[config.mk]
export PLATFORM = sky130hd
export DESIGN_NAME = cfg_discovery_unit
export DESIGN_NICKNAME = d
export VERILOG_FILES = /design/src/rtl/cfg_discovery_unit.sv
export SDC_FILE = /design/constraint.sdc
export NUM_CORES = 1
export LEC_CHECK = 0
export ABC_CLOCK_PERIOD_IN_PS = 1600
export CAP_MARGIN = 20
export CORE_ASPECT_RATIO = 1.1
export CORE_UTILIZATION = 37
export CTS_CLUSTER_SIZE = 8
export DETAILED_ROUTE_END_ITERATION = 6
export PLACE_DENSITY = 0.8
export SYNTH_ARGS = -nofsm -noshare
export SYNTH_HDL_FRONTEND = slang
export SYNTH_SLANG_ARGS = --single-unit
[constraint.sdc]
create_clock -name clk_i -period 1.6 [get_ports clk_i]
set_clock_uncertainty 0.05 [all_clocks]
set_input_delay 0.24 -clock clk_i [delete_from_list [all_inputs] [get_ports clk_i]]
set_output_delay 0.24 -clock clk_i [all_outputs]
set_load 0.02 [all_outputs]
[src/rtl/cfg_discovery_unit.sv]
// rtl/cfg_discovery_unit.sv - read-only indexed view of the elaborated core configuration
// Words are elaboration-time constants; only acceptance, burst sequencing and handshake are stateful.

package config_pkg;

   typedef struct packed {
      logic [31:0] XLEN;
      logic        RVA;
      logic        RVC;
      logic        RVD;
      logic        RVF;
      logic        RVH;
      logic        RVS;
      logic        RVU;
      logic        RVV;
      logic [31:0] IcacheByteSize;
      logic [31:0] IcacheSetAssoc;
      logic [31:0] IcacheLineWidth;
      logic [31:0] DcacheByteSize;
      logic [31:0] DcacheSetAssoc;
      logic [31:0] DcacheLineWidth;
      logic [31:0] NrScoreboardEntries;
      logic [31:0] NrPMPEntries;
      logic [31:0] RASDepth;
      logic [31:0] BTBEntries;
      logic [31:0] BHTEntries;
      logic        MmuPresent;
      logic        DebugEn;
      logic        PerfCounterEn;
      logic [63:0] HaltAddress;
      logic [63:0] ExceptionAddress;
      logic [63:0] DmBaseAddress;
   } cva6_cfg_t;

   localparam cva6_cfg_t cva6_cfg_empty = '{XLEN: 32'd64, default: '0};

endpackage

module cfg_discovery_unit #(
   parameter config_pkg::cva6_cfg_t CVA6Cfg  = config_pkg::cva6_cfg_empty,
   parameter int unsigned           NumWords = 7
) (
   input  logic                    clk_i,
   input  logic                    rst_ni,
   input  logic                    req_valid_i,
   output logic                    req_ready_o,
   input  logic [2:0]              req_index_i,
   input  logic [2:0]              req_len_i,
   output logic                    rsp_valid_o,
   input  logic                    rsp_ready_i,
   output logic [CVA6Cfg.XLEN-1:0] rsp_data_o,
   output logic                    rsp_err_o,
   output logic                    rsp_last_o
);

   localparam int unsigned XLEN = CVA6Cfg.XLEN;

   typedef enum logic {
      ST_IDLE,
      ST_STREAM
   } state_t;

   state_t            r_state;
   logic              r_req_ready;
   logic              r_rsp_valid;
   logic [XLEN-1:0]   r_rsp_data;
   logic              r_rsp_err;
   logic              r_rsp_last;
   logic [3:0]        r_cur_idx;
   logic [2:0]        r_remaining;

   logic [3:0]        w_acc_idx;
   logic [3:0]        w_next_idx;
   logic [63:0]       w_acc_word;
   logic [63:0]       w_next_word;
   logic              w_acc_err;
   logic              w_next_err;

   function automatic logic [63:0] word_at(input logic [3:0] idx);
      logic [63:0] w;
      w = '0;
      case (idx)
         4'd0: begin
            if (XLEN == 32) w[31:30] = 2'd1;
            else            w[63:62] = 2'd2;
            w[0]  = CVA6Cfg.RVA;
            w[2]  = CVA6Cfg.RVC;
            w[3]  = CVA6Cfg.RVD;
            w[5]  = CVA6Cfg.RVF;
            w[7]  = CVA6Cfg.RVH;
            w[8]  = 1'b1;
            w[12] = 1'b1;
            w[18] = CVA6Cfg.RVS;
            w[20] = CVA6Cfg.RVU;
            w[21] = CVA6Cfg.RVV;
         end
         4'd1: begin
            w[31:0]  = CVA6Cfg.IcacheByteSize;
            w[39:32] = CVA6Cfg.IcacheSetAssoc[7:0];
            w[55:40] = CVA6Cfg.IcacheLineWidth[15:0];
         end
         4'd2: begin
            w[31:0]  = CVA6Cfg.DcacheByteSize;
            w[39:32] = CVA6Cfg.DcacheSetAssoc[7:0];
            w[55:40] = CVA6Cfg.DcacheLineWidth[15:0];
         end
         4'd3: begin
            w[7:0]   = CVA6Cfg.NrScoreboardEntries[7:0];
            w[15:8]  = CVA6Cfg.NrPMPEntries[7:0];
            w[23:16] = CVA6Cfg.RASDepth[7:0];
            w[39:24] = CVA6Cfg.BTBEntries[15:0];
            w[55:40] = CVA6Cfg.BHTEntries[15:0];
            w[56]    = CVA6Cfg.MmuPresent;
            w[57]    = CVA6Cfg.DebugEn;
            w[58]    = CVA6Cfg.PerfCounterEn;
         end
         4'd4:    w = CVA6Cfg.HaltAddress;
         4'd5:    w = CVA6Cfg.ExceptionAddress;
         4'd6:    w = CVA6Cfg.DmBaseAddress;
         default: w = '0;
      endcase
      return w;
   endfunction

   function automatic logic idx_err(input logic [3:0] idx);
      return 32'(idx) >= NumWords;
   endfunction

   // Out-of-range words read as zero regardless of what the map would hold.
   assign w_acc_idx   = {1'b0, req_index_i};
   assign w_next_idx  = r_cur_idx + 4'd1;
   assign w_acc_err   = idx_err(w_acc_idx);
   assign w_next_err  = idx_err(w_next_idx);
   assign w_acc_word  = w_acc_err  ? 64'd0 : word_at(w_acc_idx);
   assign w_next_word = w_next_err ? 64'd0 : word_at(w_next_idx);

   always_ff @(posedge clk_i) begin
      if (!rst_ni) begin
         r_state     <= ST_IDLE;
         r_req_ready <= 1'b1;
         r_rsp_valid <= 1'b0;
         r_rsp_data  <= '0;
         r_rsp_err   <= 1'b0;
         r_rsp_last  <= 1'b0;
         r_cur_idx   <= '0;
         r_remaining <= '0;
      end else begin
         case (r_state)
            ST_IDLE: begin
               if (req_valid_i) begin
                  r_state     <= ST_STREAM;
                  r_req_ready <= 1'b0;
                  r_rsp_valid <= 1'b1;
                  r_cur_idx   <= w_acc_idx;
                  r_remaining <= req_len_i;
                  r_rsp_data  <= w_acc_word[XLEN-1:0];
                  r_rsp_err   <= w_acc_err;
                  r_rsp_last  <= (req_len_i == 3'd0);
               end
            end
            ST_STREAM: begin
               if (rsp_ready_i) begin
                  if (r_remaining != 3'd0) begin
                     r_cur_idx   <= w_next_idx;
                     r_remaining <= r_remaining - 3'd1;
                     r_rsp_data  <= w_next_word[XLEN-1:0];
                     r_rsp_err   <= w_next_err;
                     r_rsp_last  <= (r_remaining == 3'd1);
                  end else begin
                     r_state     <= ST_IDLE;
                     r_req_ready <= 1'b1;
                     r_rsp_valid <= 1'b0;
                     r_rsp_data  <= '0;
                     r_rsp_err   <= 1'b0;
                     r_rsp_last  <= 1'b0;
                  end
               end
            end
            default: begin
               r_state     <= ST_IDLE;
               r_req_ready <= 1'b1;
               r_rsp_valid <= 1'b0;
            end
         endcase
      end
   end

   assign req_ready_o = r_req_ready;
   assign rsp_valid_o = r_rsp_valid;
   assign rsp_data_o  = r_rsp_data;
   assign rsp_err_o   = r_rsp_err;
   assign rsp_last_o  = r_rsp_last;

endmodule

Yosys cells after proc, flatten, opt, wreduce, memory -nomap -nowiden
Cells that the tools add are included.

storage, ports and cells
  output and inout port bits = 68
  word-level logic and storage cells = 63
  flip-flop bits (word level) = 76
  bits of input ports = 10

operators by class
  mux-type cells = 38
  add/subtract/negate cells = 2
  reductions and logical operators = 7
  equal/unequal tests = 5
  order comparisons = 2
  bitwise operators = 1

operator list
  operator             count
  $mux 64              5
  $pmux 64 s2          1
  $mux 1               17
  $mux 4               3
  $pmux 1 s2           5
  $mux 3               3
  $logic_not 4->1      2
  $pmux 4 s2           1
  $ne 2x2->1 const B   3
  $pmux 3 s2           1
  $reduce_and 3->1     2
  $add 4x1->4 const B  1
  $ge 4x3->1 const B   1
  $mux 2               2
  $eq 3x1->1 const B   1
  $ge 3x3->1 const B   1
  $logic_not 3->1      1
  $reduce_bool 3->1    1
  $sub 3x1->3 const B  1
  $ne 2x1->1 const B   1
  $reduce_and 2->1     1
  $not 1->1            1

Depth between registers and ports, before layout
  depth after elaboration = 7
  gate-level depth with buffers = 6
  depth with buffers taken out = 6

Worst setup path after synthesis
No wires, ideal clock.

  path kind = reg2reg
  start = register r_remaining[0]
  end = register r_cur_idx[2]
  clock period less this slack = 1.427 ns
  setup slack = 0.173 ns
  buffers on the path = 0
  stages on the path, launching flop included = 7
  arrival time = 1.254 ns
  setup time = 0.122 ns
  cells stage by stage = dfxtp_1 -> inv_1 -> ha_1 -> nor2b_2 -> o21ai_4 -> a2bb2oi_1 -> a21boi_1

on the way
  cells in the longest elaborated chain, start to end = 3

RTL lines
  element                     RTL line  source
  start, declared             70        logic [2:0] r_remaining;
  start signal, assigned      155       r_remaining <= req_len_i;
  start signal, assigned      165       r_remaining <= r_remaining - 3'd1;
  $reduce_bool 3->1           163       if (r_remaining != 3'd0) begin
  $ne 2x1->1 (no line)        --
  $reduce_and 3->1 (no line)  --
  end signal, assigned        154       r_cur_idx <= w_acc_idx;
  end signal, assigned        164       r_cur_idx <= w_next_idx;
  end, declared               69        logic [3:0] r_cur_idx;

Every way passes these cells.
A chain may end at the register's enable or synchronous reset.

Worst setup path after layout
Ends and elaborated chain as after synthesis.

==> results.yml <==
grt:
  grt_first_pass_wirelength_um: 2980
  grt.total_usage_pct: 10.4
  number_of_antenna_violations_at_the_first_check_in_global_routing: 0
  number_of_global_route_vias_before_repair: 710
  grt_max_degree: 16
  overflow: 0
synthesis:
  avg_synthesized_cell_area_um2: 8.15
  yosysWarnings: 0
  post_synth_instance_area_um2: 1260
  yosys_register_bits: 13
  ys_seq_area_share_pct: 20.6
  yosys.cell_types.count: 33
  postSynthCellCount: 155
clock_network:
  library_cell_used_as_clock_root_buffer: "clkbuf_4"
  cts.clk_slew.worst_paths_ns: 0.09
  cts_sinks: 13
  cts_inserted_buffers: 3
  cts_tree: "built"
  clkLatencyLatePin_ns: 0.27
  cts_hold_buffers: 0
  max_clock_buf_depth: 2
  h_tree_levels: 1
status:
  violations_in_the_final_reports: "design-rule violations"
  status: "finished with violations"
final_layout:
  layout.cells.non_filler: 208
  num-fill-cells: 335
  design.final.nets: 191
  proportion_of_layout_cells_with_a_drive_suffix_above_1_pct: 6.32
  diodes: 0
  synthesis_to_layout_area_growth_pct: 0.792
floorplan:
  die_h_um: 63.3
  core_region_area_um2: 3150
  floorplan.rows: 21
  die_x_um: 57.7
  die-area_um2: 3650
  initial_utilization_pct: 40.1
  pin_count: 78
detailed_routing:
  drtIter0Drc: 17
  avgRoutedWirePerCell_um: 8.92
  ant_nets: 0
  vias: 857
  route.final.wire_length_um: 1860
  via_per_inst: 4.12
  detailedRoute.firstPassIterationCount: 7
  route.detailed.drc: 6
worst_setup_path:
  worst_setup_path_startpoint: "r_remaining[0]"
  worstSetupPathType: "reg2reg"
  largest_fanout_on_the_critical_path: 9
  rr_startpoint: "r_remaining[0]"
  timing.critical_path.required_ns: 1.71
  ff2ff_path_depth: 6
  critical_path_arrival_ns: 1.63
  worst_setup_path_end_kind: "register"
  setup.worst_path.start_class: "register"
timing:
  report.final.setup_viol: 0
  totalNegativeSetupSlack_ns: 0
  timing.final.crit_share_pct: 94.9
  min_period_ns: 1.52
  grt_setup_unrepaired: "false"
  finalHoldViolCount: 0
  clock.fmax_mhz: 658
  finalMaxSlewViolations: 0
worst_hold_path:
  hp-class: "reg2reg"
  holdCritStartpoint: "r_remaining[2]"
  worstHoldPathCells: 2
job:
  cap_violations: 0
placed_design:
  finalWeightedCongestion: 0.841
  placement.io_buffers: 16
  hpwlAfterDp_um: 1550
  numPlacedInstances: 204
power:
  vdd_drop_max_mv: 0.313
  pwr_density_cell_nw_per_um2: 799
  power.static_leakage_nw: 0.673
-- what timing repair did --
item,CTS,global route
endpoints found under the setup margin,0,6
setup buffers,0,0
resized for setup,0,3
-- sequential cells by signal, indices dropped and copies added (netlist names) --
register / flops
rsp_valid_o: 1
rsp_last_o: 1
r_cur_idx: 4
r_remaining: 3
rsp_err_o: 1
req_ready_o: 1
rsp_data_o: 1
r_state: 1
-- per-stage QoR --
step                      setup slack, ns  area (um^2)  hold WS (ns)  power [W]  utilization, %
after floorplan                     0.173         1490         0.328   0.000825               -
after global placement             0.0712         1240         0.441   0.000809            39.3
after detailed placement           0.0687         1240         0.450   0.000818            39.3
after CTS                          0.0263         1270         0.466    0.00103            40.2
after global routing               0.0153         1270         0.492    0.00109            40.4
final                              0.0810         1270         0.464    0.00102            40.4
-- layer usage --
metal / vias up / share of wire [%] / GRT usage [%]
li1: 428 / - / -
met3: 2 / 7.8 / 2.67
met2: 47 / 50 / 17.7
met4: 0 / 1.2 / 4.46
met5: - / 0 / 0
met1: 380 / 41 / 12.0
-- synthesized netlist by cell type, drive strengths merged --
cell / number / area (um^2)
nand3b: 2 / 15.0
o21ai: 8 / 51.3
o22ai: 1 / 6.26
a31oi: 4 / 25.0
clkbuf: 1 / 3.75
o211a: 4 / 40.0
conb: 1 / 3.75
nand2: 9 / 33.8
xnor2: 2 / 17.5
xor2: 1 / 8.76
a21oi: 3 / 15.0
nor2b: 7 / 48.8
a21boi: 1 / 7.51
dfxtp: 13 / 260
and2: 1 / 6.26
nor2: 2 / 7.51
inv: 7 / 26.3
nand3: 4 / 20.0
nor3: 1 / 5.00
buf: 65 / 485
nand4: 1 / 6.26
ha: 6 / 75.1
or4: 1 / 7.51
a2bb2oi: 1 / 8.76
o31a: 1 / 8.76
mux2i: 4 / 40.0
o2111ai: 1 / 8.76
a32oi: 1 / 8.76
nand2b: 2 / 12.5
-- cells in the final DEF (no fill, tap or decap), types with 4 or more instances in the layout --
master	netlist	routed
a31oi_1	4	4
inv_1	7	7
nand3_1	4	4
nor2b_1	5	5
dfxtp_1	13	13
o21ai_0	6	6
mux2i_1	4	4
conb_1	1	61
clkdlybuf4s50_1	0	13
nand2_1	9	9
buf_4	64	5
o211a_1	4	4
ha_1	6	6
-- layout make-up --
class / count / area [um^2] / area share, %
multi-input combinational: 129 / 713 / 56.0
timing repair buffer: 21 / 205 / 16.1
tap: 34 / 42.5 / 3.34
sequential: 13 / 260 / 20.4
clock buffer: 4 / 26.3 / 2.06
inverter: 7 / 26.3 / 2.06
-- cells by family (layout without fill, tap and decap cells) --
logic type	Yosys count	count (layout)	share of synthesized area, %
fa+ha+maj	6	6	5.94
compound gates	25	25	14.3
xor+xnor	3	3	2.08
other cells	1	61	0.297
buf+inv	73	32	40.8
mux	4	4	3.17
flops	13	13	20.6
simple gates	30	30	12.9
-- worst paths after layout --
check / end / slack [ns]
worst max-delay path: r_cur_idx[2] / 0.08
worst min-delay path: r_remaining[2] / 0.46
worst max register to register: r_cur_idx[2] / 0.08
worst min register to register: r_remaining[2] / 0.46
-- power breakdown --
group	total, W	switching [W]	internal, W
combinational	0.000420	0.000273	0.000146
clock	0.000208	0.000112	0.0000965
sequential	0.000390	0.0000321	0.000358
total	0.00102	0.000417	0.000601
-- worst max-delay path, cell delays in order, from the launching register on --
cell and delay, ns:
dfxtp_1 0.36, inv_1 0.08, ha_1 0.22, nor2b_2 0.19
o21ai_4 0.24, a2bb2oi_1 0.19, a21boi_1 0.08
Note: power is estimated with default switching activity, not from simulation.
